[config.mk]
export PLATFORM = sky130hd
export DESIGN_NAME = user_obi_sbr_mem_flat
export DESIGN_NICKNAME = d
export VERILOG_FILES = /design/src/rtl/user_obi_sbr_mem_pkg.sv /design/src/rtl/user_obi_sbr_mem_if.sv /design/src/rtl/user_obi_rsp_queue.sv /design/src/rtl/user_obi_sbr_mem.sv /design/src/flat_wrapper.sv
export SDC_FILE = /design/constraint.sdc
export NUM_CORES = 2
export LEC_CHECK = 0
export CAP_MARGIN = 40
export CORE_ASPECT_RATIO = 1.25
export CORE_MARGIN = 5
export CORE_UTILIZATION = 57
export CTS_CLUSTER_SIZE = 25
export DETAILED_ROUTE_END_ITERATION = 16
export PLACE_DENSITY = 0.73
export SLEW_MARGIN = 15
export SYNTH_ARGS = -nofsm -noshare
export SYNTH_HDL_FRONTEND = slang
export SYNTH_HIERARCHICAL = 1
export SYNTH_SLANG_ARGS = --single-unit
[constraint.sdc]
create_clock -name clk_i -period 2.9 [get_ports clk_i]
set_input_delay 0.435 -clock clk_i [delete_from_list [all_inputs] [get_ports clk_i]]
set_output_delay 0.435 -clock clk_i [all_outputs]
set_load 0.01 [all_outputs]
[src/rtl/user_obi_sbr_mem_pkg.sv]
// Shared widths and helpers for the OBI subordinate memory and its bus interface.
package user_obi_sbr_mem_pkg;

  // OBI bus widths used by the memory and its interface.
  localparam int OBI_ADDR_W = 32;
  localparam int OBI_DATA_W = 32;
  localparam int OBI_ID_W   = 4;
  localparam int OBI_BE_W   = OBI_DATA_W / 8;

  // Merge a write word into an existing word, one byte lane per byte enable.
  function automatic logic [OBI_DATA_W-1:0] apply_be(
    input logic [OBI_DATA_W-1:0] old_word,
    input logic [OBI_DATA_W-1:0] wdata,
    input logic [OBI_BE_W-1:0]   be
  );
    logic [OBI_DATA_W-1:0] merged;
    merged = old_word;
    for (int k = 0; k < OBI_BE_W; k++) begin
      if (be[k]) begin
        merged[8*k +: 8] = wdata[8*k +: 8];
      end
    end
    return merged;
  endfunction

endpackage

[src/rtl/user_obi_sbr_mem_if.sv]
// OBI A-channel / R-channel bundle between a manager and the subordinate memory.
// There is no rready: the manager must accept a response in the cycle rvalid is high.
interface user_obi_sbr_mem_if
  import user_obi_sbr_mem_pkg::*;
#(
  parameter int AddrW = OBI_ADDR_W,
  parameter int DataW = OBI_DATA_W,
  parameter int IdW   = OBI_ID_W
) ();

  // A channel
  logic               req;
  logic               gnt;
  logic [AddrW-1:0]   addr;
  logic               we;
  logic [DataW/8-1:0] be;
  logic [DataW-1:0]   wdata;
  logic [IdW-1:0]     aid;

  // R channel
  logic               rvalid;
  logic [DataW-1:0]   rdata;
  logic [IdW-1:0]     rid;
  logic               err;
  logic               r_optional;

  modport master (
    output req, addr, we, be, wdata, aid,
    input  gnt, rvalid, rdata, rid, err, r_optional
  );

  modport slave (
    input  req, addr, we, be, wdata, aid,
    output gnt, rvalid, rdata, rid, err, r_optional
  );

endinterface

[src/rtl/user_obi_rsp_queue.sv]
// In-order response ring buffer. Each slot carries an age that starts at 1 in
// the cycle after the push and saturates at Latency; the head is "due" once
// its age reaches Latency. Payload storage is not reset, only the bookkeeping.
module user_obi_rsp_queue #(
  parameter int Depth   = 2,
  parameter int Latency = 1,
  parameter int EntryW  = 8
) (
  input  logic              clk_i,
  input  logic              rst_ni,
  input  logic              push,
  input  logic [EntryW-1:0] push_data,
  input  logic              pop,
  output logic [EntryW-1:0] head_data,
  output logic              due,
  output logic              full
);

  localparam int PtrW = (Depth > 1) ? $clog2(Depth) : 1;
  localparam int CntW = $clog2(Depth + 1);
  localparam int AgeW = $clog2(Latency + 1);

  localparam logic [PtrW-1:0] LastPtr = PtrW'(Depth - 1);
  localparam logic [CntW-1:0] FullCnt = CntW'(Depth);
  localparam logic [AgeW-1:0] DueAge  = AgeW'(Latency);

  logic [EntryW-1:0] data_q [Depth];
  logic [AgeW-1:0]   age_q  [Depth];
  logic [PtrW-1:0]   rd_ptr_q;
  logic [PtrW-1:0]   wr_ptr_q;
  logic [CntW-1:0]   count_q;
  logic              push_ok;
  logic              pop_ok;

  // Pointers wrap explicitly so non-power-of-two depths work.
  function automatic logic [PtrW-1:0] ptr_inc(input logic [PtrW-1:0] p);
    return (p == LastPtr) ? '0 : p + 1'b1;
  endfunction

  assign full      = (count_q == FullCnt);
  assign due       = (count_q != '0) && (age_q[rd_ptr_q] == DueAge);
  assign push_ok   = push && !full;
  assign pop_ok    = pop && due;
  assign head_data = data_q[rd_ptr_q];

  // Ring pointers and occupancy; simultaneous push and pop leave the count alone.
  always_ff @(posedge clk_i or negedge rst_ni) begin
    if (!rst_ni) begin
      rd_ptr_q <= '0;
      wr_ptr_q <= '0;
      count_q  <= '0;
    end else begin
      if (push_ok) begin
        wr_ptr_q <= ptr_inc(wr_ptr_q);
      end
      if (pop_ok) begin
        rd_ptr_q <= ptr_inc(rd_ptr_q);
      end
      case ({push_ok, pop_ok})
        2'b10:   count_q <= count_q + 1'b1;
        2'b01:   count_q <= count_q - 1'b1;
        default: count_q <= count_q;
      endcase
    end
  end

  // Per-slot age: a fresh push restarts at 1, otherwise count up to Latency and hold.
  always_ff @(posedge clk_i or negedge rst_ni) begin
    if (!rst_ni) begin
      for (int i = 0; i < Depth; i++) begin
        age_q[i] <= '0;
      end
    end else begin
      for (int i = 0; i < Depth; i++) begin
        if (push_ok && (wr_ptr_q == PtrW'(i))) begin
          age_q[i] <= AgeW'(1);
        end else if (age_q[i] != DueAge) begin
          age_q[i] <= age_q[i] + 1'b1;
        end
      end
    end
  end

  // Response payload written at the tail slot.
  always_ff @(posedge clk_i) begin
    if (push_ok) begin
      data_q[wr_ptr_q] <= push_data;
    end
  end

endmodule

[src/rtl/user_obi_sbr_mem.sv]
// OBI subordinate backed by a flop-array word memory. Requests are granted
// while fewer than MaxOutstanding responses are pending; every handshake
// produces exactly one in-order response RspLatency cycles later. Addresses
// outside [BaseAddr, BaseAddr + 4*NumWords) return err=1 and touch nothing.
module user_obi_sbr_mem
  import user_obi_sbr_mem_pkg::*;
#(
  parameter logic [OBI_ADDR_W-1:0] BaseAddr       = '0,
  parameter int                    NumWords       = 64,
  parameter int                    RspLatency     = 1,
  parameter int                    MaxOutstanding = 2
) (
  input logic               clk_i,
  input logic               rst_ni,
  user_obi_sbr_mem_if.slave obi
);

  localparam int IdxW = $clog2(NumWords);
  localparam logic [OBI_ADDR_W:0] MemBytes = (OBI_ADDR_W + 1)'(NumWords) << 2;

  if (RspLatency < 1) begin : g_chk_latency
    $error("user_obi_sbr_mem: RspLatency must be at least 1");
  end
  if (MaxOutstanding < 1) begin : g_chk_outstanding
    $error("user_obi_sbr_mem: MaxOutstanding must be at least 1");
  end
  if ((NumWords < 2) || ((NumWords & (NumWords - 1)) != 0)) begin : g_chk_words
    $error("user_obi_sbr_mem: NumWords must be a power of two, at least 2");
  end

  typedef struct packed {
    logic [OBI_DATA_W-1:0] rdata;
    logic [OBI_ID_W-1:0]   rid;
    logic                  err;
  } rsp_entry_t;

  logic                  ready_q;
  logic                  hs;
  logic [OBI_ADDR_W-1:0] off;
  logic                  in_range;
  logic [IdxW-1:0]       idx;
  logic [OBI_DATA_W-1:0] mem_q [NumWords];
  rsp_entry_t            push_entry;
  rsp_entry_t            head_entry;
  logic                  q_full;
  logic                  q_due;

  // Grant is held low until the first clock after reset release.
  always_ff @(posedge clk_i or negedge rst_ni) begin
    if (!rst_ni) begin
      ready_q <= 1'b0;
    end else begin
      ready_q <= 1'b1;
    end
  end

  // Grant depends only on registered state, never on req.
  assign obi.gnt = ready_q && !q_full;
  assign hs      = obi.req && obi.gnt;

  // Address decode: addresses below BaseAddr wrap to a large offset and miss.
  assign off      = obi.addr - BaseAddr;
  assign in_range = ({1'b0, off} < MemBytes);
  assign idx      = off[2 +: IdxW];

  // Word memory: byte-enabled writes for in-range write handshakes only.
  always_ff @(posedge clk_i or negedge rst_ni) begin
    if (!rst_ni) begin
      for (int i = 0; i < NumWords; i++) begin
        mem_q[i] <= '0;
      end
    end else if (hs && obi.we && in_range) begin
      mem_q[idx] <= apply_be(mem_q[idx], obi.wdata, obi.be);
    end
  end

  // Response captured at handshake; read data reflects memory before this cycle's write.
  always_comb begin
    push_entry.rdata = '0;
    push_entry.rid   = obi.aid;
    push_entry.err   = !in_range;
    if (in_range && !obi.we) begin
      push_entry.rdata = mem_q[idx];
    end
  end

  user_obi_rsp_queue #(
    .Depth   (MaxOutstanding),
    .Latency (RspLatency),
    .EntryW  ($bits(rsp_entry_t))
  ) u_rsp_queue (
    .clk_i     (clk_i),
    .rst_ni    (rst_ni),
    .push      (hs),
    .push_data (push_entry),
    .pop       (q_due),
    .head_data (head_entry),
    .due       (q_due),
    .full      (q_full)
  );

  // No rready: a due head is presented and consumed in the same cycle.
  assign obi.rvalid     = q_due;
  assign obi.rdata      = q_due ? head_entry.rdata : '0;
  assign obi.rid        = q_due ? head_entry.rid : '0;
  assign obi.err        = q_due ? head_entry.err : 1'b0;
  assign obi.r_optional = 1'b0;

endmodule

[src/flat_wrapper.sv]
// flat-port wrapper written by rule: the top's interface ports become plain ports
module user_obi_sbr_mem_flat import user_obi_sbr_mem_pkg::*;
#(
  parameter logic [OBI_ADDR_W-1:0] BaseAddr       = '0,
  parameter int                    NumWords       = 64,
  parameter int                    RspLatency     = 1,
  parameter int                    MaxOutstanding = 2
)
  (clk_i, rst_ni, obi_req, obi_addr, obi_we, obi_be, obi_wdata, obi_aid, obi_gnt, obi_rvalid, obi_rdata, obi_rid, obi_err, obi_r_optional);
  user_obi_sbr_mem_if obi_i ();
  input logic clk_i;
  input logic rst_ni;
  input wire logic [$bits(obi_i.req)-1:0] obi_req;
  input wire logic [$bits(obi_i.addr)-1:0] obi_addr;
  input wire logic [$bits(obi_i.we)-1:0] obi_we;
  input wire logic [$bits(obi_i.be)-1:0] obi_be;
  input wire logic [$bits(obi_i.wdata)-1:0] obi_wdata;
  input wire logic [$bits(obi_i.aid)-1:0] obi_aid;
  output wire logic [$bits(obi_i.gnt)-1:0] obi_gnt;
  output wire logic [$bits(obi_i.rvalid)-1:0] obi_rvalid;
  output wire logic [$bits(obi_i.rdata)-1:0] obi_rdata;
  output wire logic [$bits(obi_i.rid)-1:0] obi_rid;
  output wire logic [$bits(obi_i.err)-1:0] obi_err;
  output wire logic [$bits(obi_i.r_optional)-1:0] obi_r_optional;
  assign obi_i.req = obi_req;
  assign obi_i.addr = obi_addr;
  assign obi_i.we = obi_we;
  assign obi_i.be = obi_be;
  assign obi_i.wdata = obi_wdata;
  assign obi_i.aid = obi_aid;
  assign obi_gnt = obi_i.gnt;
  assign obi_rvalid = obi_i.rvalid;
  assign obi_rdata = obi_i.rdata;
  assign obi_rid = obi_i.rid;
  assign obi_err = obi_i.err;
  assign obi_r_optional = obi_i.r_optional;
  user_obi_sbr_mem #(.BaseAddr(BaseAddr), .NumWords(NumWords), .RspLatency(RspLatency), .MaxOutstanding(MaxOutstanding)) u_core (.clk_i(clk_i), .rst_ni(rst_ni), .obi(obi_i));
endmodule
==> metrics.csv <==
metric,value,unit
worst_r2r_endpoint,u_core/mem_q[131],
routed_wl,279,mm
slowest_delay,0.47,ns
ys_seq_area_share,57.6,%
regArea,0.0536,mm²
fin_skew,0.0404,ns
drc,0,
cp-end-kind,output port,
clk_path_buf_depth,3,
clock_sinks,2128,
netlist_area,0.0931,mm²
fp.dieArea,0.172,mm²
yosys_warnings,6,
num_io_pins,116,
core,0.162,mm²
synth_top_area_cell,dfrtp_1,
chipHeight,462,µm
clk_latency,0.87,ns
vias,74093,
globalRoute.totalOverflow,0,
critPathMaxFanout,23,
whs,0.128,ns
dp_hpwl,179,mm
maxCapViolations,0,
async_flop_share,96.5,%
grt_use_total,32.6,%
cp-endpoint,obi_rdata[19],
place.gp.congestion,0.875,
relSlewSlack,46.9,%
reg2regPathDepth,10,
critPathLaunchType,flip-flop,
multiInputGateArea,0.0357,mm²
fin_util,67.2,%
synthDistinctLibCells,65,
fin_area,0.109,mm²
fillers,11969,
crit_arrival,2.41,ns
stdcell_count,11846,
numPortBuffers,112,
drt_iter0_drc,7869,
hold_path.class,input port to async pin,
drt_first_pass_iters,7,
cp-startpoint,u_core/u_rsp_queue/rd_ptr_q,
critical_path.cell_chain,buf_12 -> mux2_4 -> and2_1 -> clkdlybuf4s50_1,
tightest_slew,0.797,ns
cts_buffers,198,
drive_above_1_share,13.1,%
crit_type,flip-flop to output port,
timing.setup.tns,0,ns
r2r_slack,0.23,ns
ys_seq_elements,2128,
yosys_most_used_dff,dfrtp_1,
ys_top_cells_by_area,"dfrtp_1, o21ai_0, nand2_1",
p_leak,49.0,nW
final_max_slew_viol_count,0,
antenna_found_initial,5,
start_util,57.5,%
hold_viol,0,
power_density,569,mW/mm²
required,2.47,ns
ctsHtreeMaxLevel,4,
grt_pass1_wl,433,mm
final_nets,9590,
grt_start_max_net_pins,133,
path_clk_slew,0.06,ns
postSynthAreaPerCell,9.98,µm²
die_w,372,µm
fmax,352,MHz
fin_crit_sh,98.1,%
peakVddDrop,614,µV
cts_tree,done,
ant_nets,0,
synth_top_area_share,55.2,%
min_period,2.84,ns
setup_viol,0,
dp_cells,11482,
r2r_start,u_core/u_rsp_queue/count_q[0],
rows,165,
post_drt_via_cell_ratio,6.25,
crit_slowest_cell,clkdlybuf4s50_1,
first_global_vias,74274,
synth_edf_count,74,
synth_nets,9413,
outcome,"complete, no violations",
placed_area,0.102,mm²
syn2layout_area_growth,17.0,%
detail_route.wl_per_cell,23.5,µm
cts_root_buffer,clkbuf_16,
syn_inst,9336,
-- sequential cells by signal, indices dropped and copies added (netlist names) --
signal / count
u_core/u_rsp_queue/wr_ptr_q: 1
u_core/ready_q: 1
u_core/u_rsp_queue/rd_ptr_q: 1
u_core/u_rsp_queue/age_q: 1
u_core/u_rsp_queue/data_q: 74
u_core/mem_q: 2048
u_core/u_rsp_queue/count_q: 2
-- logic make-up after synthesis --
logic type      synth area share, %
simple gates                   10.6
flops                          57.6
fa+ha+maj                    0.0134
other cells                  0.0121
mux                            7.31
compound gates                 20.1
xor+xnor                     0.0470
buf+inv                        4.29
-- how the worst min path moves through the flow --
stage | cells after the start | to | slack (ns) | start
global route | 2 | u_core/mem_q[420] | 0.14 | rst_ni
finish | 2 | u_core/mem_q[452] | 0.13 | rst_ni
detailed placement | 1 | u_core/mem_q[452] | 0.37 | rst_ni
floorplan | 0 | u_core/mem_q[0] | 0.14 | rst_ni
CTS | 2 | u_core/mem_q[452] | 0.10 | rst_ni
global placement | 1 | u_core/mem_q[1956] | 0.36 | rst_ni
-- through the flow --
stage	setup WS, ns	total power [mW]
after floorplan	0.00337	33.1
after global placement	-0.669	35.8
after detailed placement	-0.715	35.9
after CTS	-0.0300	62.2
after global routing	-0.0114	63.7
final	0.0555	62.0
-- critical path: cells and delay by family, from the launching register on --
| kind | cells | cell delay, ns |
|---|---|---|
| flip-flops | 1 | 0.41 |
| multiplexers | 1 | 0.31 |
| buffers and inverters | 2 | 0.67 |
| AND/OR/NAND/NOR | 1 | 0.15 |
-- synth_stat cells, types with 46 or more instances --
library cell  count
nand2_1        2152
dfrtp_1        2054
o21ai_0        1891
clkbuf_1        737
mux2i_1         620
o22ai_1         330
o21ai_1         215
a221o_1         180
a21oi_1          97
buf_2            95
edfxtp_1         74
inv_1            68
a221oi_1         64
o31ai_1          58
o32ai_1          58
nor2_1           46
-- metal layers --
metal	routed length [µm]	global-route usage, %	part of all wire [%]	up-vias
li1	-	-	-	33148
met1	108000	42.5	39	36699
met2	132000	53.3	47	3403
met3	25000	6.49	9.0	839
met4	14100	14.5	5.1	4
met5	18	0	0.0065	-
-- area by class of cell --
type	count	area share (%)
Antenna cell	5	0.0115
Clock buffer	308	5.58
Clock inverter	49	0.531
Inverter	70	0.243
Multi-Input combinational cell	6231	32.8
Sequential cell	2128	49.2
Tap cell	2171	2.49
Timing Repair Buffer	884	9.10
-- repair_timing --
action	in CTS	in global routing
buffers inserted	0	1
gates resized for setup	23	12
endpoints found under the setup margin	37	48
hold buffers	1	0
hold endpoints to repair	721	0
-- power breakdown --
| group | switching (mW) | internal, mW | leakage (nW) |
|---|---|---|---|
| clock | 11.3 | 15.3 | 3.28 |
| combinational | 3.28 | 2.05 | 16.3 |
| sequential | 0.0632 | 30.0 | 29.4 |
-- layout by cell type (no fill, tap or decap), types with 57 or more instances in the layout --
cell type / netlist / routed
a21oi_1: 97 / 97
a221o_1: 180 / 180
a221oi_1: 64 / 64
buf_12: 0 / 238
buf_4: 15 / 533
clkbuf_16: 0 / 206
clkdlybuf4s50_1: 0 / 81
dfrtp_1: 2054 / 2053
edfxtp_1: 74 / 74
inv_1: 68 / 68
mux2i_1: 620 / 620
nand2_1: 2152 / 2119
nand2_2: 24 / 57
o21ai_0: 1891 / 1891
o21ai_1: 215 / 215
o22ai_1: 330 / 330
o31ai_1: 58 / 57
o32ai_1: 58 / 58
No activity file was read; power rests on OpenSTA's default activity.
